[config.mk]
export PLATFORM = sky130hd
export DESIGN_NAME = vmbrew_seq
export DESIGN_NICKNAME = d
export VERILOG_FILES = /design/src/rtl/vmcoffee_pkg.sv /design/src/rtl/vmbrew_timer.sv /design/src/rtl/vmbrew_seq.sv
export SDC_FILE = /design/constraint.sdc
export NUM_CORES = 1
export LEC_CHECK = 0
export BUFFER_PORTS_ARGS = -buffer_cell sky130_fd_sc_hd__buf_2
export CELL_PAD_IN_SITES_DETAIL_PLACEMENT = 1
export CELL_PAD_IN_SITES_GLOBAL_PLACEMENT = 2
export CORE_MARGIN = 5
export CORE_UTILIZATION = 34
export DETAILED_ROUTE_END_ITERATION = 16
export PLACE_DENSITY_LB_ADDON = 0.1
export SYNTH_ARGS = -nofsm -noshare
export SYNTH_HDL_FRONTEND = slang
export SYNTH_SLANG_ARGS = --single-unit
[constraint.sdc]
create_clock -name clk -period 4.5 [get_ports clk]
set_input_delay 1.35 -clock clk [delete_from_list [all_inputs] [get_ports clk]]
set_output_delay 1.35 -clock clk [all_outputs]
set_load 0.01 [all_outputs]
[src/rtl/vmcoffee_pkg.sv]
// ---------------------------------------------------------------------------
// vmcoffee_pkg
//   Shared definitions for the coffee brew sequencer:
//     state_e        - sequencer state encoding (binary)
//     T_*_DEF        - default phase lengths in clock cycles
//     MIN_WATER_DEF  - default minimum tank level that permits a brew
//     PHASE_W        - phase counter width (phase lengths are 1..15)
//     WATER_W/CUPS_W - widths of the tank level and cup counter
// ---------------------------------------------------------------------------
package vmcoffee_pkg;

    typedef enum logic [2:0] {
        ST_IDLE  = 3'd0,
        ST_GRIND = 3'd1,
        ST_HEAT  = 3'd2,
        ST_POUR  = 3'd3,
        ST_FIN   = 3'd4,
        ST_FAULT = 3'd5
    } state_e;

    localparam int T_GRIND_DEF   = 4;
    localparam int T_HEAT_DEF    = 6;
    localparam int T_POUR_DEF    = 3;
    localparam int MIN_WATER_DEF = 2;

    localparam int PHASE_W = 4;
    localparam int WATER_W = 5;
    localparam int CUPS_W  = 8;

endpackage

[src/rtl/vmbrew_timer.sv]
// ---------------------------------------------------------------------------
// vmbrew_timer
//   Down-counting phase timer shared by all timed brew phases.
//   Ports:
//     clk, rstn    - clock, asynchronous active-low reset (counter -> 0)
//     load_val_i   - phase length in cycles, captured when load_i is high
//     load_i       - load strobe, asserted on the edge that enters a phase
//     expire_o     - high in the last cycle of the phase (counter == 1)
//   A phase loaded with N therefore lasts exactly N cycles.
// ---------------------------------------------------------------------------
module vmbrew_timer #(
    parameter int W = 4
) (
    input  logic         clk,
    input  logic         rstn,
    input  logic [W-1:0] load_val_i,
    input  logic         load_i,
    output logic         expire_o
);

    logic [W-1:0] cnt_q;

    always_ff @(posedge clk or negedge rstn) begin
        if (!rstn) begin
            cnt_q <= '0;
        end else if (load_i) begin
            cnt_q <= load_val_i;
        end else if (cnt_q != '0) begin
            cnt_q <= cnt_q - W'(1);
        end
    end

    assign expire_o = (cnt_q == W'(1));

endmodule

[src/rtl/vmbrew_seq.sv]
// ---------------------------------------------------------------------------
// vmbrew_seq
//   Coffee brew sequencer: IDLE -> GRIND -> HEAT -> POUR -> FIN -> IDLE,
//   with FAULT on missing water/beans. One request may queue while busy.
//   Ports:
//     clk, rstn   - clock, asynchronous active-low reset
//     COFFEE      - brew request level; each rising edge is one request
//     WATER[4:0]  - tank level
//     BEANS       - bean sensor, 1 = beans present
//     GRIND/HEAT/PUMP - actuator enables, high only in their own phase
//     BUSY        - high whenever not IDLE
//     DONE        - one-cycle pulse in FIN
//     FAULT       - high in FAULT
//     CUPS[7:0]   - completed cups, saturating at 255
//     state_o     - current state, for debug/observation
// ---------------------------------------------------------------------------
module vmbrew_seq
    import vmcoffee_pkg::*;
#(
    parameter int T_GRIND   = T_GRIND_DEF,
    parameter int T_HEAT    = T_HEAT_DEF,
    parameter int T_POUR    = T_POUR_DEF,
    parameter int MIN_WATER = MIN_WATER_DEF
) (
    input  logic               clk,
    input  logic               rstn,
    input  logic               COFFEE,
    input  logic [WATER_W-1:0] WATER,
    input  logic               BEANS,
    output logic               GRIND,
    output logic               HEAT,
    output logic               PUMP,
    output logic               BUSY,
    output logic               DONE,
    output logic               FAULT,
    output logic [CUPS_W-1:0]  CUPS,
    output state_e             state_o
);

    localparam logic [PHASE_W-1:0] LD_GRIND = PHASE_W'(T_GRIND);
    localparam logic [PHASE_W-1:0] LD_HEAT  = PHASE_W'(T_HEAT);
    localparam logic [PHASE_W-1:0] LD_POUR  = PHASE_W'(T_POUR);
    localparam logic [WATER_W-1:0] MIN_W    = WATER_W'(MIN_WATER);

    state_e              state_q, state_d;
    logic                coffee_q;
    logic                armed_q;
    logic                pend_q, pend_d;
    logic [CUPS_W-1:0]   cups_q, cups_d;

    logic                req;
    logic                ok_to_brew;
    logic                tmr_load;
    logic [PHASE_W-1:0]  tmr_val;
    logic                tmr_exp;

    // armed_q stays low after reset until COFFEE has been seen low, so a
    // level already held high across reset is not mistaken for a new edge.
    assign req        = COFFEE & ~coffee_q & armed_q;
    assign ok_to_brew = (WATER >= MIN_W) && BEANS;

    vmbrew_timer #(
        .W (PHASE_W)
    ) u_timer (
        .clk        (clk),
        .rstn       (rstn),
        .load_val_i (tmr_val),
        .load_i     (tmr_load),
        .expire_o   (tmr_exp)
    );

    always_ff @(posedge clk or negedge rstn) begin
        if (!rstn) begin
            state_q  <= ST_IDLE;
            coffee_q <= 1'b0;
            armed_q  <= 1'b0;
            pend_q   <= 1'b0;
            cups_q   <= '0;
        end else begin
            state_q  <= state_d;
            coffee_q <= COFFEE;
            armed_q  <= armed_q | ~COFFEE;
            pend_q   <= pend_d;
            cups_q   <= cups_d;
        end
    end

    always_comb begin
        state_d  = state_q;
        pend_d   = pend_q;
        cups_d   = cups_q;
        tmr_load = 1'b0;
        tmr_val  = '0;

        // Every request first lands in the pending flag; IDLE acts on the
        // flag one cycle later. Extra requests while it is set are dropped.
        if (req) begin
            pend_d = 1'b1;
        end

        case (state_q)
            ST_IDLE: begin
                if (pend_q) begin
                    state_d = ok_to_brew ? ST_GRIND : ST_FAULT;
                    pend_d  = req;
                end
            end
            ST_GRIND: begin
                if (!BEANS) begin
                    state_d = ST_FAULT;
                end else if (tmr_exp) begin
                    state_d = ST_HEAT;
                end
            end
            ST_HEAT: begin
                if (WATER == '0) begin
                    state_d = ST_FAULT;
                end else if (tmr_exp) begin
                    state_d = ST_POUR;
                end
            end
            ST_POUR: begin
                if (WATER == '0) begin
                    state_d = ST_FAULT;
                end else if (tmr_exp) begin
                    state_d = ST_FIN;
                end
            end
            ST_FIN: begin
                state_d = ST_IDLE;
            end
            ST_FAULT: begin
                pend_d = 1'b0;
                if (ok_to_brew) begin
                    state_d = ST_IDLE;
                end
            end
            default: begin
                state_d = ST_IDLE;
                pend_d  = 1'b0;
            end
        endcase

        // Reload the phase counter on entry into each timed phase.
        if (state_d != state_q) begin
            case (state_d)
                ST_GRIND: begin tmr_load = 1'b1; tmr_val = LD_GRIND; end
                ST_HEAT:  begin tmr_load = 1'b1; tmr_val = LD_HEAT;  end
                ST_POUR:  begin tmr_load = 1'b1; tmr_val = LD_POUR;  end
                default:  begin tmr_load = 1'b0; tmr_val = '0;       end
            endcase
        end

        // Count the cup on entry to FIN so CUPS is already updated while
        // DONE is high.
        if (state_d == ST_FIN && state_q != ST_FIN && cups_q != '1) begin
            cups_d = cups_q + CUPS_W'(1);
        end
    end

    assign GRIND   = (state_q == ST_GRIND);
    assign HEAT    = (state_q == ST_HEAT);
    assign PUMP    = (state_q == ST_POUR);
    assign BUSY    = (state_q != ST_IDLE);
    assign DONE    = (state_q == ST_FIN);
    assign FAULT   = (state_q == ST_FAULT);
    assign CUPS    = cups_q;
    assign state_o = state_q;

endmodule

# Yosys cells after proc, flatten, opt, wreduce, memory -nomap -nowiden
# Index checks and enable logic that the tools add are counted.
# Widths: inputs -> output; s select.
word_totals:
  reg_bits: 18
  in_bits: 9
  output_inout_bits: 17
  elab_cells: 56
op_classes:
  addsub: 2
  magnitude_cmp: 1
  n_eq_ne: 13
  muxes: 19
  n_bitwise: 5
  reduce_logical: 10
ops:
  columns: ["op", "count"]
  rows:
  - ["$mux 3", 10]
  - ["$pmux 3 s5", 1]
  - ["$eq 3x2->1 const B", 4]
  - ["$eq 3x3->1 const B", 3]
  - ["$pmux 3 s3", 1]
  - ["$add 8x1->8 const B", 1]
  - ["$mux 4", 2]
  - ["$ne 8x8->1 const B", 1]
  - ["$eq 3x1->1 const B", 2]
  - ["$ge 5x2->1 const B", 1]
  - ["$logic_not 5->1", 1]
  - ["$eq 4x1->1 const B", 1]
  - ["$mux 1", 4]
  - ["$reduce_bool 4->1", 1]
  - ["$reduce_or 4->1", 1]
  - ["$sub 4x1->4 const B", 1]
  - ["$logic_and 1x1->1", 3]
  - ["$logic_not 3->1", 1]
  - ["$ne 3x3->1", 1]
  - ["$ne 3x3->1 const B", 1]
  - ["$reduce_bool 3->1", 1]
  - ["$reduce_or 3->1", 1]
  - ["$and 1x1->1", 2]
  - ["$not 1->1", 2]
  - ["other kinds (3)", 3]

# Logic depth before layout (Yosys ltp)
# Gate-level depths: netlist of the first run.
logic_depth:
  depth_word: 10
  depth_mapped: 8
  mapped_depth_nobuf: 8

# By module
# Synthesis of the first run repeated with hierarchy kept, for this count alone.
unflattened:
  cells_unflattened: 117
  hier_area_um2: 1202.4
by_module_without_submodules:
  columns: ["mod", "instances", "cells_per_inst", "area_each_um2", "seq_area_each_um2"]
  rows:
  - ["vmbrew_seq", 1, 93, 937.1, 350.3]
  - ["vmbrew_timer", 1, 24, 265.3, 100.1]

# Worst setup path before layout of the first run
# Ideal clock, no wire load.
synth_timing:
  path_type: "input to register"
  start: "input WATER[1]"
  end: "register cups_q[1] (netlist: CUPS[1])"
  setup_ns: 0.125
  arrival_time_ns: 2.842
  required_time_ns: 4.375
  path_slack_ns: 1.534
  path_stages: 5
  path_buffers: 0
  cell_sequence: "nor4_2 a21boi_0 o31a_1 nor3_4 mux2_2"
synth_between:
  elab_chain_cells: 8
  elab_cells_between_ends: 12
  cone_classes: "1 x order compare; 1 x eq/ne; 6 x mux; 4 x reduce/logical"
synth_rtl:
  columns: ["element", "line", "source"]
  rows:
  - ["from (decl)", "vmbrew_seq.sv:28", "input logic [WATER_W-1:0] WATER,"]
  - ["$ge 5x2->1", "vmbrew_seq.sv:60", "assign ok_to_brew = (WATER >= MIN_W) && BEANS;"]
  - ["$logic_and 1x1->1", "vmbrew_seq.sv:60", null]
  - ["$mux 3", "vmbrew_seq.sv:104", "state_d = ok_to_brew ? ST_GRIND : ST_FAULT;"]
  - ["$mux 3", "vmbrew_seq.sv:103", "if (pend_q) begin"]
  - ["$pmux 3 s5 *", "vmbrew_seq.sv:101", "case (state_q)"]
  - ["$eq 3x3->1 *", "vmbrew_seq.sv:156", "if (state_d == ST_FIN && state_q != ST_FIN && cups_q != '1) begin"]
  - ["$logic_and 1x1->1 * (2 in series)", "vmbrew_seq.sv:156", null]
  - ["to (signal assigned)", "vmbrew_seq.sv:84", "cups_q <= cups_d;"]
  - ["to (decl)", "vmbrew_seq.sv:49", "logic [CUPS_W-1:0] cups_q, cups_d;"]
# Every way passes the cells marked *; elsewhere a longest branch is shown, timed or not.
# A chain may end at the register's enable or synchronous reset.

# Worst setup path after layout of the first run
# Ends and elaborated chain as after synthesis.

==> results of run 1 <==
## per-layer routing
| layer | up-vias | global-route usage, % |
|---|---|---|
| met5 | - | 0 |
| met4 | 0 | 5.96 |
| met3 | 4 | 2.11 |
| met2 | 19 | 24.6 |
| met1 | 511 | 17.1 |
| li1 | 514 | - |
## worst min path at each step
| stage | start | endpoint | slack, ns | depth (start not counted) |
|---|---|---|---|---|
| floorplan | armed_q$_DFF_PN0_ | armed_q$_DFF_PN0_ | 0.43 | 1 |
| global placement | armed_q$_DFF_PN0_ | armed_q$_DFF_PN0_ | 0.45 | 1 |
| detailed placement | armed_q$_DFF_PN0_ | armed_q$_DFF_PN0_ | 0.47 | 1 |
| CTS | armed_q$_DFF_PN0_ | armed_q$_DFF_PN0_ | 0.49 | 1 |
| global route | armed_q$_DFF_PN0_ | armed_q$_DFF_PN0_ | 0.50 | 1 |
| finish | armed_q$_DFF_PN0_ | armed_q$_DFF_PN0_ | 0.49 | 1 |
## registers in the layout, indices dropped and copies added (netlist names)
name / cells
pend_q: 1
CUPS: 8
state_o: 3
coffee_q: 1
u_timer.cnt_q: 4
armed_q: 1
## power by group
| part | switching, mW | internal, mW | total (mW) |
|---|---|---|---|
| Combinational | 0.292 | 0.231 | 0.523 |
| Clock | 0.0505 | 0.0493 | 0.0999 |
| Sequential | 0.105 | 0.221 | 0.325 |
| Total | 0.448 | 0.501 | 0.949 |
## kinds of logic (layout without fill, tap and decap cells)
| family | after synthesis | after routing |
|---|---|---|
| buffers and inverters | 10 | 36 |
| adders and majority gates | 4 | 4 |
| and+or+nand+nor | 58 | 58 |
| muxes | 2 | 2 |
| AOI/OAI and AO/OA | 26 | 26 |
| xor gates and xnor gates | 8 | 8 |
| DFF | 18 | 18 |
## cell usage after synthesis
library cell,number
sky130_fd_sc_hd__a211oi_1,3
sky130_fd_sc_hd__a21boi_0,2
sky130_fd_sc_hd__a21oi_1,2
sky130_fd_sc_hd__a221o_2,1
sky130_fd_sc_hd__a22oi_1,2
sky130_fd_sc_hd__a32oi_1,2
sky130_fd_sc_hd__and2_1,2
sky130_fd_sc_hd__and3_1,3
sky130_fd_sc_hd__and4_1,1
sky130_fd_sc_hd__and4bb_2,1
sky130_fd_sc_hd__buf_2,1
sky130_fd_sc_hd__clkbuf_1,2
sky130_fd_sc_hd__dfrtp_1,18
sky130_fd_sc_hd__ha_1,4
sky130_fd_sc_hd__inv_1,7
sky130_fd_sc_hd__mux2_2,2
sky130_fd_sc_hd__nand2_1,11
sky130_fd_sc_hd__nand2b_1,4
sky130_fd_sc_hd__nand3_1,2
sky130_fd_sc_hd__nand4_1,3
sky130_fd_sc_hd__nand4bb_1,1
sky130_fd_sc_hd__nor2_1,13
sky130_fd_sc_hd__nor2b_1,3
sky130_fd_sc_hd__nor3_1,5
sky130_fd_sc_hd__nor3_4,1
sky130_fd_sc_hd__nor3b_1,2
sky130_fd_sc_hd__nor4_2,2
sky130_fd_sc_hd__o211ai_1,1
sky130_fd_sc_hd__o21ai_0,2
sky130_fd_sc_hd__o21ai_1,1
sky130_fd_sc_hd__o21bai_1,1
sky130_fd_sc_hd__o221a_1,1
sky130_fd_sc_hd__o221ai_1,1
sky130_fd_sc_hd__o22ai_1,1
sky130_fd_sc_hd__o311ai_0,1
sky130_fd_sc_hd__o31a_1,3
sky130_fd_sc_hd__o32ai_1,1
sky130_fd_sc_hd__o41ai_1,1
sky130_fd_sc_hd__or2_1,1
sky130_fd_sc_hd__or3_1,1
sky130_fd_sc_hd__or3b_1,1
sky130_fd_sc_hd__or4_1,1
sky130_fd_sc_hd__xnor2_1,6
sky130_fd_sc_hd__xor2_1,2
## cell type report
| type | instances | area (um2) |
|---|---|---|
| multi-input combinational | 98 | 679 |
| clock buffer | 4 | 36.3 |
| sequential | 18 | 450 |
| tap | 46 | 57.6 |
| timing repair buffer | 25 | 125 |
| inverter | 7 | 26.3 |
| fill | 411 | 1960 |
## critical path, stage by stage
cell and delay, ns:
sky130_fd_sc_hd__buf_2 0.11, sky130_fd_sc_hd__nor4_2 0.50, sky130_fd_sc_hd__a21boi_0 0.17, sky130_fd_sc_hd__o31a_1 0.33, sky130_fd_sc_hd__nor3_4 0.36, sky130_fd_sc_hd__mux2_2 0.37
## through the flow
stage	cells	worst slack [ns]	instance area, um2	hold WS, ns	total power, mW
floorplan	126	1.53	1170	0.435	0.687
global placement	194	1.19	1340	0.453	0.839
detailed placement	194	1.18	1340	0.466	0.857
CTS	198	1.49	1380	0.494	0.962
global route	198	1.31	1380	0.500	1.04
finish	198	1.50	1380	0.487	0.949
==> metrics.txt, run 1 <==
# TYPE chip_impl_metric gauge
chip_impl_info{name="mostFrequentLayoutCell",value="sky130_fd_sc_hd__buf_2"} 1
chip_impl_metric{name="numCtsBuffers",unit=""} 3
chip_impl_metric{name="crit_required",unit="ns"} 4.69
chip_impl_metric{name="die_area",unit="um2"} 4710
chip_impl_metric{name="vias_in_the_first_global_route",unit=""} 1108
chip_impl_metric{name="design.final.nets",unit=""} 166
chip_impl_info{name="type_of_the_setup_path_with_the_least_slack",value="primary input to flip-flop"} 1
chip_impl_metric{name="timing_max_transition_violations_final",unit=""} 0
chip_impl_metric{name="critPathArrivalTime",unit="ns"} 3.19
chip_impl_metric{name="io_pins",unit=""} 26
chip_impl_metric{name="max_slew.worst_pin.slew",unit="ns"} 0.555
chip_impl_metric{name="synthDistinctLibCells",unit=""} 44
chip_impl_metric{name="post_synth_fa_ha_maj_area_fraction",unit="%"} 4.28
chip_impl_metric{name="hold_violations",unit=""} 0
chip_impl_info{name="crit_end",value="CUPS[1]$_DFFE_PN0P_"} 1
chip_impl_metric{name="ys_seq_area_share",unit="%"} 38.5
chip_impl_metric{name="peak_fanout_along_the_critical_path",unit=""} 8
chip_impl_metric{name="finClkSkew",unit="ns"} 0.00124
chip_impl_info{name="crit_path_start",value="WATER[1]"} 1
chip_impl_metric{name="hold_buffers",unit=""} 0
chip_impl_metric{name="static-leakage-power",unit="nW"} 0.617
chip_impl_metric{name="largest_net_degree_at_the_start_of_global_routing",unit=""} 19
chip_impl_info{name="worst_r2r_endpoint",value="CUPS[1]$_DFFE_PN0P_"} 1
chip_impl_metric{name="synthSimpleGateAreaFrac",unit="%"} 28.8
chip_impl_metric{name="synth.top_cell.area_share",unit="%"} 38.5
chip_impl_metric{name="first_pass_iters",unit=""} 4
chip_impl_metric{name="buffer_ports.inserted",unit=""} 25
chip_impl_metric{name="syn_area",unit="um2"} 1170
chip_impl_info{name="r2r_start",value="u_timer.cnt_q[1]$_DFFE_PN0P_"} 1
chip_impl_metric{name="synth_compound_area_share",unit="%"} 17.1
chip_impl_metric{name="layout-drive-gt1-share",unit="%"} 23.7
chip_impl_metric{name="clkTransAtPathRegs",unit="ns"} 0.10
chip_impl_metric{name="layout-area-overhead-vs-synth",unit="%"} 17.7
chip_impl_metric{name="antenna_cells_inserted",unit=""} 0
chip_impl_metric{name="total_negative_setup_slacks",unit="ns"} 0
chip_impl_metric{name="mappedNetlistNets",unit=""} 139
chip_impl_metric{name="regToRegSetupSlack",unit="ns"} 1.94
chip_impl_metric{name="p_per_area",unit="nW/um2"} 690
chip_impl_info{name="synthDominantAreaCellType",value="sky130_fd_sc_hd__dfrtp_1"} 1
chip_impl_info{name="hold_path_class",value="flip-flop to flip-flop"} 1
chip_impl_metric{name="cts-root-to-sink-buffers",unit=""} 2
chip_impl_metric{name="wl_met1",unit="um"} 1380
chip_impl_metric{name="postCtsSetupRepairBufs",unit=""} 0
chip_impl_metric{name="route.detailed.drc",unit=""} 0
chip_impl_metric{name="clkLatencyLatePin",unit="ns"} 0.29
chip_impl_info{name="tritoncts_clock_tree",value="built"} 1
chip_impl_metric{name="route.met2.wl",unit="um"} 1420
chip_impl_metric{name="design.core.area",unit="um2"} 3340
chip_impl_metric{name="route.vias.total",unit=""} 1048
chip_impl_metric{name="route.antenna.remaining_nets",unit=""} 0
chip_impl_metric{name="synthesis.instances",unit=""} 126
chip_impl_metric{name="detail_route.wirelength",unit="um"} 2980
chip_impl_metric{name="max_cap_viol_count",unit=""} 0
chip_impl_metric{name="slew_headroom",unit="%"} 62.6
chip_impl_metric{name="rows",unit=""} 21
chip_impl_metric{name="worst_reg_to_reg_cells",unit=""} 7
chip_impl_metric{name="achievable_clock_frequency",unit="MHz"} 333
chip_impl_info{name="run_status",value="finished, final reports clean"} 1
chip_impl_metric{name="initial_utilization",unit="%"} 35.0
chip_impl_metric{name="overflow",unit=""} 0
chip_impl_metric{name="drt-vias-per-instance",unit=""} 5.29
chip_impl_metric{name="globalplace.congestion",unit=""} 0.805
chip_impl_metric{name="drt-initial-drc-count",unit=""} 15
chip_impl_metric{name="h-tree-depth",unit=""} 1
chip_impl_info{name="layout_common_cells",value="sky130_fd_sc_hd__buf_2 (25), sky130_fd_sc_hd__dfrtp_1 (18), sky130_fd_sc_hd__nor2_1 (13)"} 1
chip_impl_info{name="synth_top_family_by_area",value="simple AND/OR/NAND/NOR gates"} 1
chip_impl_info{name="grt_setup_unrepaired",value="no"} 1
chip_impl_metric{name="groute.usage.overall",unit="%"} 14.1
chip_impl_info{name="cts.root.buffer_cell",value="sky130_fd_sc_hd__clkbuf_4"} 1
chip_impl_metric{name="postLayoutCoreUtil",unit="%"} 41.2
chip_impl_metric{name="finalCriticalPeriod",unit="ns"} 3.00
chip_impl_info{name="cp-start-kind",value="primary input"} 1
chip_impl_metric{name="synth-xor-area-share",unit="%"} 6.00
chip_impl_metric{name="die-height",unit="um"} 68.6
chip_impl_metric{name="synth_warnings",unit=""} 0
chip_impl_metric{name="post_drt_wl_per_cell",unit="um"} 15.0
chip_impl_metric{name="power.ir.vdd_worst",unit="uV"} 289
chip_impl_metric{name="setup_viol_count_final",unit=""} 0
chip_impl_metric{name="detailed_route_wirelength_on_metal3",unit="um"} 126
chip_impl_metric{name="wire_length_of_the_first_global_routing_pass",unit="um"} 5050
chip_impl_metric{name="final_min_period_over_clock_period",unit="%"} 66.7
chip_impl_info{name="most_area_consuming_cells_after_synthesis",value="sky130_fd_sc_hd__dfrtp_1 (39%), sky130_fd_sc_hd__xnor2_1 (4.5%), sky130_fd_sc_hd__ha_1 (4.3%)"} 1
chip_impl_metric{name="initial_antenna_violation_count",unit=""} 0
chip_impl_metric{name="number_of_synthesized_register_bits",unit=""} 18
chip_impl_metric{name="muxShareOfSynthArea",unit="%"} 1.93
chip_impl_metric{name="avgSynthCellArea",unit="um2"} 9.27
chip_impl_info{name="top_layer_used",value="met4"} 1
chip_impl_metric{name="place.detailed.hpwl",unit="um"} 2320
chip_impl_metric{name="postCtsResizedCells",unit=""} 0
chip_impl_info{name="critPathCaptureType",value="flip-flop"} 1
chip_impl_metric{name="clock_sinks",unit=""} 18
chip_impl_metric{name="floorplan.die.width",unit="um"} 68.6
Power figures use the tool's default switching activity.
==> inputs of run 2 (changes only) <==
--- a/config.mk
+++ b/config.mk
@@ -9,7 +9,7 @@
 export CELL_PAD_IN_SITES_DETAIL_PLACEMENT = 1
 export CELL_PAD_IN_SITES_GLOBAL_PLACEMENT = 2
 export CORE_MARGIN = 5
-export CORE_UTILIZATION = 34
+export CORE_UTILIZATION = 29
 export DETAILED_ROUTE_END_ITERATION = 16
 export PLACE_DENSITY_LB_ADDON = 0.1
 export SYNTH_ARGS = -nofsm -noshare
==> constraint.sdc (replaced) <==
create_clock -name clk -period 2.5 [get_ports clk]
set_input_delay 0.75 -clock clk [delete_from_list [all_inputs] [get_ports clk]]
set_output_delay 0.75 -clock clk [all_outputs]
set_load 0.01 [all_outputs]
==> run 2 against run 1 <==
Flip-flop and latch count did not move. Wire length rose by 12%. Sequential power rose by 76%. Design area rose by 13%. Worst hold slack got worse by 0.076 ns. Count of clock-buffer cells in the layout did not move. Global-route usage fell by 0.48 points. Combinational power rose by 130%. Critical path depth rose by 1. Power rose by 110%.
==> metrics.txt, run 2 (synthesis results as in run 1) <==
# TYPE chip_impl_metric gauge
chip_impl_info{name="run_status",value="finished, final reports clean"} 1
chip_impl_metric{name="register_share_of_total_power",unit="%"} 28.5
chip_impl_metric{name="route.detailed.drc",unit=""} 0
chip_impl_metric{name="p_int",unit="mW"} 1.12
chip_impl_metric{name="place_inst",unit=""} 213
chip_impl_metric{name="clkTransAtPathRegs",unit="ns"} 0.07
chip_impl_metric{name="drt-initial-drc-count",unit=""} 41
chip_impl_metric{name="route.vias.total",unit=""} 1116
chip_impl_metric{name="buffer_ports.inserted",unit=""} 25
chip_impl_metric{name="slowest_delay",unit="ns"} 0.39
chip_impl_metric{name="groute.usage.overall",unit="%"} 13.6
chip_impl_info{name="grt_setup_unrepaired",value="yes"} 1
chip_impl_metric{name="detailed_route_wirelength_on_metal3",unit="um"} 85
chip_impl_info{name="critPathCaptureType",value="flip-flop"} 1
chip_impl_info{name="cp_cell_sequence",value="inv_2 -> ha_4 -> or3b_4 -> o221a_4 -> a221o_2 -> nor3_4 -> mux2_2"} 1
chip_impl_metric{name="max_cap_viol_count",unit=""} 0
chip_impl_metric{name="p_per_area",unit="nW/um2"} 1290
chip_impl_metric{name="overflow",unit=""} 0
chip_impl_info{name="crit_path_start",value="u_timer.cnt_q[1]$_DFFE_PN0P_"} 1
chip_impl_metric{name="largest_net_degree_at_the_start_of_global_routing",unit=""} 19
chip_impl_info{name="r2r_start",value="u_timer.cnt_q[1]$_DFFE_PN0P_"} 1
chip_impl_metric{name="clock_power_share",unit="%"} 11.8
chip_impl_info{name="crit_path_top_delay_cell",value="sky130_fd_sc_hd__dfrtp_1"} 1
chip_impl_metric{name="layout-area-overhead-vs-synth",unit="%"} 33.3
chip_impl_info{name="critical_path.top_delay_family",value="simple AND/OR/NAND/NOR gates"} 1
chip_impl_metric{name="wl_met1",unit="um"} 1510
chip_impl_metric{name="hold_violations",unit=""} 0
chip_impl_metric{name="rows",unit=""} 23
chip_impl_metric{name="drt-vias-per-instance",unit=""} 5.12
chip_impl_metric{name="final_cell_count_no_fill",unit=""} 218
chip_impl_metric{name="n_fill_cell",unit=""} 463
chip_impl_metric{name="vias_in_the_first_global_route",unit=""} 1223
chip_impl_metric{name="route.antenna.remaining_nets",unit=""} 0
chip_impl_metric{name="initial_utilization",unit="%"} 29.6
chip_impl_metric{name="cts-root-to-sink-buffers",unit=""} 2
chip_impl_metric{name="swShare",unit="%"} 44.2
chip_impl_metric{name="max_slew.worst_pin.slew",unit="ns"} 0.473
chip_impl_metric{name="hold_buffers",unit=""} 0
chip_impl_metric{name="io_pins",unit=""} 26
chip_impl_metric{name="finClkSkew",unit="ns"} 0.00362
chip_impl_metric{name="first_pass_iters",unit=""} 4
chip_impl_metric{name="total_negative_setup_slacks",unit="ns"} 0
chip_impl_metric{name="route.met2.wl",unit="um"} 1700
chip_impl_metric{name="clkLatencyLatePin",unit="ns"} 0.25
chip_impl_metric{name="antenna_cells_inserted",unit=""} 0
chip_impl_metric{name="setup_viol_count_final",unit=""} 0
chip_impl_info{name="mostFrequentLayoutCell",value="sky130_fd_sc_hd__buf_2"} 1
chip_impl_info{name="hold_path_class",value="primary input to async pin"} 1
chip_impl_info{name="type_of_the_setup_path_with_the_least_slack",value="flip-flop to flip-flop"} 1
chip_impl_metric{name="final_min_period_over_clock_period",unit="%"} 97.1
chip_impl_metric{name="floorplan.die.width",unit="um"} 73.5
chip_impl_metric{name="globalplace.congestion",unit=""} 0.819
chip_impl_metric{name="h-tree-depth",unit=""} 1
chip_impl_metric{name="numCtsBuffers",unit=""} 3
chip_impl_metric{name="design.final.nets",unit=""} 182
chip_impl_info{name="top_layer_used",value="met4"} 1
chip_impl_metric{name="crit_required",unit="ns"} 2.64
chip_impl_metric{name="clock_sinks",unit=""} 18
chip_impl_metric{name="layout-drive-gt1-share",unit="%"} 35.1
chip_impl_metric{name="largest_register_ff_count",unit=""} 8
chip_impl_metric{name="die-height",unit="um"} 73.5
chip_impl_metric{name="die_area",unit="um2"} 5400
chip_impl_info{name="cp-start-kind",value="flip-flop"} 1
chip_impl_info{name="layout_common_cells",value="sky130_fd_sc_hd__buf_2 (25), sky130_fd_sc_hd__dfrtp_1 (17), sky130_fd_sc_hd__buf_4 (15)"} 1
chip_impl_metric{name="critical_path_buf_inv_count",unit=""} 1
chip_impl_metric{name="power.share.combinational",unit="%"} 59.7
chip_impl_metric{name="critPathArrivalTime",unit="ns"} 2.57
chip_impl_info{name="tritoncts_clock_tree",value="built"} 1
chip_impl_metric{name="timing_max_transition_violations_final",unit=""} 0
chip_impl_metric{name="design.core.area",unit="um2"} 3940
chip_impl_info{name="cts.root.buffer_cell",value="sky130_fd_sc_hd__clkbuf_8"} 1
chip_impl_metric{name="wire_length_of_the_first_global_routing_pass",unit="um"} 5750
chip_impl_metric{name="static-leakage-power",unit="nW"} 0.711
chip_impl_metric{name="power.ir.vdd_worst",unit="uV"} 447
chip_impl_metric{name="postLayoutCoreUtil",unit="%"} 39.5
chip_impl_metric{name="totalPowerFinal",unit="mW"} 2.01
chip_impl_metric{name="detail_route.wirelength",unit="um"} 3330
chip_impl_metric{name="achievable_clock_frequency",unit="MHz"} 412
chip_impl_metric{name="peak_fanout_along_the_critical_path",unit=""} 7
chip_impl_metric{name="initial_antenna_violation_count",unit=""} 0
chip_impl_metric{name="finalCriticalPeriod",unit="ns"} 2.43
chip_impl_metric{name="place.detailed.hpwl",unit="um"} 2670
chip_impl_metric{name="netsw",unit="uW"} 887
chip_impl_metric{name="post_drt_wl_per_cell",unit="um"} 15.3
chip_impl_metric{name="slew_headroom",unit="%"} 68.1
run 2: worst reg2reg max path: cells and delay by family, from the launching register on:
family | cells | cell delay (ns)
AOI/OAI and AO/OA | 2 | 0.64
adders and majority gates | 1 | 0.13
buffers and inverters | 1 | 0.08
DFF | 1 | 0.39
muxes | 1 | 0.37
and+or+nand+nor | 2 | 0.69
run 2: path summary, 6_finish.rpt:
path / end / slack, ns / cells after the start
worst max register to register: CUPS[1]$_DFFE_PN0P_ / 0.07 / 7
worst min-delay path: u_timer.cnt_q[3]$_DFFE_PN0P_ / 0.41 / 1
worst max-delay path: CUPS[1]$_DFFE_PN0P_ / 0.07 / 7
worst min register to register: CUPS[5]$_DFFE_PN0P_ / 0.49 / 1
min in group clk: CUPS[5]$_DFFE_PN0P_ / 0.49 / 1
max in group asynchronous: state_o[0]$_DFF_PN0_ / 1.79 / 1
run 2: metrics by stage:
step                      cell area (um2)  hold slack (ns)  setup slack (ns)
after detailed placement             1460            0.490           -0.0966
after global routing                 1560            0.440           -0.0197
final                                1560            0.411            0.0732
after floorplan                      1170            0.435             0.134
after CTS                            1510            0.420            0.0296
after global placement               1460            0.455           -0.0392
run 2: power groups by stage:
stage               registers (mW)  clock network (mW)  logic, mW
floorplan                    0.531                   0      0.706
global route                 0.603               0.262       1.34
detailed placement           0.570                   0       1.14
CTS                          0.564               0.246       1.15
finish                       0.572               0.237       1.20
global placement             0.562                   0       1.11
run 2: timing repair:
action                                  4_1_cts  5_1_grt
endpoints found under the setup margin        3       12
resized for setup                             0        9
setup buffers                                 0        1
pin swaps                                     1        2
run 2: final cells by class:
cell class,count,area (um2),share of cell area (%)
multi-input combinational,98,713,45.8
inverter,7,26.3,1.69
timing repair buffer,41,249,16.0
sequential,18,452,29.0
clock buffer,4,55.1,3.53
tap,50,62.6,4.02
run 2: routing by layer:
layer | global-route usage (%) | vias to the layer above
li1 | - | 546
met1 | 17.1 | 553
met2 | 22.9 | 13
met3 | 3.56 | 4
met4 | 3.62 | 0
met5 | 0 | -
==> inputs of run 3 (changes only) <==
--- a/config.mk
+++ b/config.mk
@@ -5,13 +5,14 @@
 export SDC_FILE = /design/constraint.sdc
 export NUM_CORES = 1
 export LEC_CHECK = 0
+export ABC_AREA = 1
 export BUFFER_PORTS_ARGS = -buffer_cell sky130_fd_sc_hd__buf_2
 export CELL_PAD_IN_SITES_DETAIL_PLACEMENT = 1
 export CELL_PAD_IN_SITES_GLOBAL_PLACEMENT = 2
 export CORE_MARGIN = 5
-export CORE_UTILIZATION = 29
+export CORE_UTILIZATION = 26
 export DETAILED_ROUTE_END_ITERATION = 16
-export PLACE_DENSITY_LB_ADDON = 0.1
+export PLACE_DENSITY_LB_ADDON = 0.2
 export SYNTH_ARGS = -nofsm -noshare
 export SYNTH_HDL_FRONTEND = slang
 export SYNTH_SLANG_ARGS = --single-unit
==> constraint.sdc (replaced) <==
create_clock -name clk -period 2.06 [get_ports clk]
set_input_delay 0.618 -clock clk [delete_from_list [all_inputs] [get_ports clk]]
set_output_delay 0.618 -clock clk [all_outputs]
set_load 0.01 [all_outputs]
==> run 3 against run 2 <==
Critical path depth is 5 higher. Flip-flop and latch count unchanged. Die area increased by 6.8%. Power is 24% higher. Core utilization fell by 3.9 points. Clock skew is 0.0010 ns higher. Wire length is 9.7% lower. Setup slack improved by 0.084 ns. Largest cell class unchanged.
==> metrics.txt, run 3 <==
# TYPE chip_impl_metric gauge
chip_impl_info{name="critPathCaptureType",value="flip-flop"} 1
chip_impl_info{name="synth_top_family_by_area",value="simple AND/OR/NAND/NOR gates"} 1
chip_impl_metric{name="post_synth_fa_ha_maj_area_fraction",unit="%"} 4.43
chip_impl_metric{name="numCtsBuffers",unit=""} 3
chip_impl_metric{name="slew_headroom",unit="%"} 73.1
chip_impl_info{name="synth_common_cells",value="sky130_fd_sc_hd__nand2_1 (46), sky130_fd_sc_hd__dfrtp_1 (18), sky130_fd_sc_hd__inv_1 (16), sky130_fd_sc_hd__nor2_1 (16), sky130_fd_sc_hd__nand3_1 (15)"} 1
chip_impl_metric{name="achievable_clock_frequency",unit="MHz"} 526
chip_impl_metric{name="syn_area",unit="um2"} 1130
chip_impl_metric{name="place.detailed.hpwl",unit="um"} 2390
chip_impl_info{name="cp-start-kind",value="flip-flop"} 1
chip_impl_metric{name="rows",unit=""} 24
chip_impl_metric{name="synthDistinctLibCells",unit=""} 25
chip_impl_metric{name="clkTransAtPathRegs",unit="ns"} 0.07
chip_impl_metric{name="initial_antenna_violation_count",unit=""} 0
chip_impl_metric{name="largest_net_degree_at_the_start_of_global_routing",unit=""} 19
chip_impl_metric{name="hold_buffers",unit=""} 0
chip_impl_metric{name="avgSynthCellArea",unit="um2"} 7.53
chip_impl_info{name="r2r_start",value="u_timer.cnt_q[1]$_DFFE_PN0P_"} 1
chip_impl_metric{name="whs",unit="ns"} 0.286
chip_impl_metric{name="number_of_synthesized_register_bits",unit=""} 18
chip_impl_metric{name="total_negative_setup_slacks",unit="ns"} 0
chip_impl_metric{name="buffer_ports.inserted",unit=""} 25
chip_impl_metric{name="die_area",unit="um2"} 5760
chip_impl_info{name="synth_top_flop_cell",value="sky130_fd_sc_hd__dfrtp_1"} 1
chip_impl_metric{name="regToRegSetupSlack",unit="ns"} 0.16
chip_impl_metric{name="mappedNetlistNets",unit=""} 163
chip_impl_metric{name="first_pass_iters",unit=""} 4
chip_impl_info{name="type_of_the_setup_path_with_the_least_slack",value="flip-flop to flip-flop"} 1
chip_impl_metric{name="n_fill_cell",unit=""} 553
chip_impl_metric{name="h-tree-depth",unit=""} 1
chip_impl_metric{name="synth_enable_flop_cells",unit=""} 0
chip_impl_info{name="hold_path_class",value="primary input to async pin"} 1
chip_impl_metric{name="die-height",unit="um"} 75.9
chip_impl_info{name="grt_setup_unrepaired",value="yes"} 1
chip_impl_metric{name="design.final.nets",unit=""} 202
chip_impl_metric{name="p_per_area",unit="nW/um2"} 1630
chip_impl_metric{name="floorplan.die.width",unit="um"} 75.9
chip_impl_metric{name="timing_max_transition_violations_final",unit=""} 0
chip_impl_metric{name="antenna_cells_inserted",unit=""} 0
chip_impl_info{name="cts.root.buffer_cell",value="sky130_fd_sc_hd__clkbuf_8"} 1
chip_impl_info{name="worst_r2r_endpoint",value="CUPS[4]$_DFFE_PN0P_"} 1
chip_impl_metric{name="vias_in_the_first_global_route",unit=""} 1192
chip_impl_metric{name="io_pins",unit=""} 26
chip_impl_info{name="mostFrequentLayoutCell",value="sky130_fd_sc_hd__nand2_1"} 1
chip_impl_metric{name="overflow",unit=""} 0
chip_impl_metric{name="max_cap_viol_count",unit=""} 0
chip_impl_metric{name="detail_route.wirelength",unit="um"} 3000
chip_impl_metric{name="totalPowerFinal",unit="mW"} 2.49
chip_impl_metric{name="groute.usage.overall",unit="%"} 10.7
chip_impl_metric{name="clock_sinks",unit=""} 18
chip_impl_metric{name="synth_warnings",unit=""} 0
chip_impl_metric{name="worst_reg_to_reg_cells",unit=""} 12
chip_impl_info{name="run_status",value="finished, final reports clean"} 1
chip_impl_metric{name="ys_seq_area_share",unit="%"} 39.9
chip_impl_metric{name="finalCriticalPeriod",unit="ns"} 1.90
chip_impl_metric{name="critPathArrivalTime",unit="ns"} 2.08
chip_impl_metric{name="hold_violations",unit=""} 0
chip_impl_metric{name="synth_compound_area_share",unit="%"} 3.43
chip_impl_metric{name="finClkSkew",unit="ns"} 0.00466
chip_impl_metric{name="synthesis.instances",unit=""} 150
chip_impl_metric{name="synth-async-reset-ratio",unit="%"} 100
chip_impl_metric{name="power.ir.vdd_worst",unit="uV"} 413
chip_impl_metric{name="final_min_period_over_clock_period",unit="%"} 92.4
chip_impl_metric{name="static-leakage-power",unit="nW"} 0.812
chip_impl_metric{name="layout.cell_area.non_filler",unit="um2"} 1530
chip_impl_metric{name="peak_fanout_along_the_critical_path",unit=""} 6
chip_impl_metric{name="globalplace.congestion",unit=""} 0.824
chip_impl_info{name="layout_common_cells",value="sky130_fd_sc_hd__nand2_1 (43), sky130_fd_sc_hd__buf_2 (25), sky130_fd_sc_hd__dfrtp_1 (16)"} 1
chip_impl_metric{name="design.core.area",unit="um2"} 4290
chip_impl_metric{name="route.vias.total",unit=""} 1093
chip_impl_metric{name="cts-root-to-sink-buffers",unit=""} 2
chip_impl_info{name="synthDominantAreaCellType",value="sky130_fd_sc_hd__dfrtp_1"} 1
chip_impl_metric{name="muxShareOfSynthArea",unit="%"} 0
chip_impl_metric{name="route.antenna.remaining_nets",unit=""} 0
chip_impl_metric{name="crit_required",unit="ns"} 2.23
chip_impl_metric{name="drt-vias-per-instance",unit=""} 4.55
chip_impl_metric{name="initial_utilization",unit="%"} 26.3
chip_impl_info{name="most_area_consuming_cells_after_synthesis",value="sky130_fd_sc_hd__dfrtp_1 (40%), sky130_fd_sc_hd__nand2_1 (15%), sky130_fd_sc_hd__nand3_1 (6.6%)"} 1
chip_impl_metric{name="wire_length_of_the_first_global_routing_pass",unit="um"} 5310
chip_impl_metric{name="placedInstanceArea",unit="um2"} 1380
chip_impl_metric{name="largest_register_ff_count",unit=""} 8
chip_impl_metric{name="route.detailed.drc",unit=""} 0
chip_impl_info{name="synthMostInstantiatedCell",value="sky130_fd_sc_hd__nand2_1"} 1
chip_impl_metric{name="synth-xor-area-share",unit="%"} 6.20
chip_impl_metric{name="timing.final.ws_setup",unit="ns"} 0.157
chip_impl_metric{name="synth.top_cell.area_share",unit="%"} 39.9
chip_impl_info{name="crit_path_start",value="u_timer.cnt_q[1]$_DFFE_PN0P_"} 1
chip_impl_metric{name="drt-initial-drc-count",unit=""} 35
chip_impl_info{name="tritoncts_clock_tree",value="built"} 1
chip_impl_metric{name="max_slew.worst_pin.slew",unit="ns"} 0.403
chip_impl_metric{name="pre_cts_setup_slack",unit="ns"} -0.163
chip_impl_metric{name="post_drt_wl_per_cell",unit="um"} 12.5
chip_impl_metric{name="clkLatencyLatePin",unit="ns"} 0.25
chip_impl_metric{name="layout-area-overhead-vs-synth",unit="%"} 35.2
chip_impl_metric{name="layout-drive-gt1-share",unit="%"} 37.8
chip_impl_metric{name="setup_viol_count_final",unit=""} 0
chip_impl_metric{name="synthSimpleGateAreaFrac",unit="%"} 39.2
## run 3: cell types whose count changed after synthesis, moves of 4 or more
cell                       previous run  this run
sky130_fd_sc_hd__nor3_1               5         1
sky130_fd_sc_hd__nand2b_1             4         0
sky130_fd_sc_hd__nand2_1             11        46
sky130_fd_sc_hd__inv_1                7        16
sky130_fd_sc_hd__nand3_1              2        15
## run 3: metrics by stage
step,util [%],std cells
floorplan,-,150
global placement,32.1,235
detailed placement,32.1,235
CTS,33.7,239
global route,35.6,240
finish,35.6,240
## run 3: kinds of logic (layout without fill, tap and decap cells)
family,after synthesis,count (layout)
XOR/XNOR,8,8
flip-flops,18,18
AND/OR/NAND/NOR,93,93
buffers and inverters,20,58
AO/OA/AOI/OAI,7,7
adder cells (fa/ha/maj),4,4
## run 3: worst max-delay path: stages (launching register included)
cell	delay, ns
sky130_fd_sc_hd__dfrtp_1	0.39
sky130_fd_sc_hd__inv_2	0.08
sky130_fd_sc_hd__ha_4	0.15
sky130_fd_sc_hd__buf_4	0.10
sky130_fd_sc_hd__inv_1	0.03
sky130_fd_sc_hd__nor2_2	0.10
sky130_fd_sc_hd__nand2_1	0.07
sky130_fd_sc_hd__nand2_2	0.08
sky130_fd_sc_hd__nand3_2	0.13
sky130_fd_sc_hd__nor3_4	0.36
sky130_fd_sc_hd__inv_4	0.09
sky130_fd_sc_hd__nor2_4	0.09
sky130_fd_sc_hd__xor2_1	0.15
## run 3: final cells by class
class	count	area [um2]	share of cell area, %
Clock buffer	4	55.1	3.60
Timing Repair Buffer	34	193	12.6
Inverter	20	77.6	5.08
Multi-Input combinational cell	112	684	44.8
Tap cell	52	65.1	4.26
Sequential cell	18	453	29.6
## run 3: report_power, final
group	switching [mW]	internal, mW	total, mW
combinational	0.902	0.653	1.55
sequential	0.163	0.485	0.647
clock	0.116	0.169	0.285
## run 3: worst max-delay path by stage
stage,slack (ns),end
after floorplan,0.13,CUPS[6]$_DFFE_PN0P_
after global placement,-0.08,u_timer.cnt_q[1]$_DFFE_PN0P_
after detailed placement,-0.16,u_timer.cnt_q[0]$_DFFE_PN0P_
after CTS,0.001,u_timer.cnt_q[0]$_DFFE_PN0P_
after global routing,-0.02,u_timer.cnt_q[0]$_DFFE_PN0P_
final,0.16,CUPS[4]$_DFFE_PN0P_
## run 3: repair_timing
item,CTS,global route
hold endpoints to repair,0,0
pin swaps,1,4
buffers inserted,0,1
endpoints found under the setup margin,8,12
resized for setup,4,20
## run 3: metal layers
layer,GRT usage [%],vias to the layer above,wire (um)
met4,2.67,0,14
li1,-,553,-
met2,17.8,15,1470
met3,2.13,2,86
met5,0,-,0
met1,14.0,523,1430
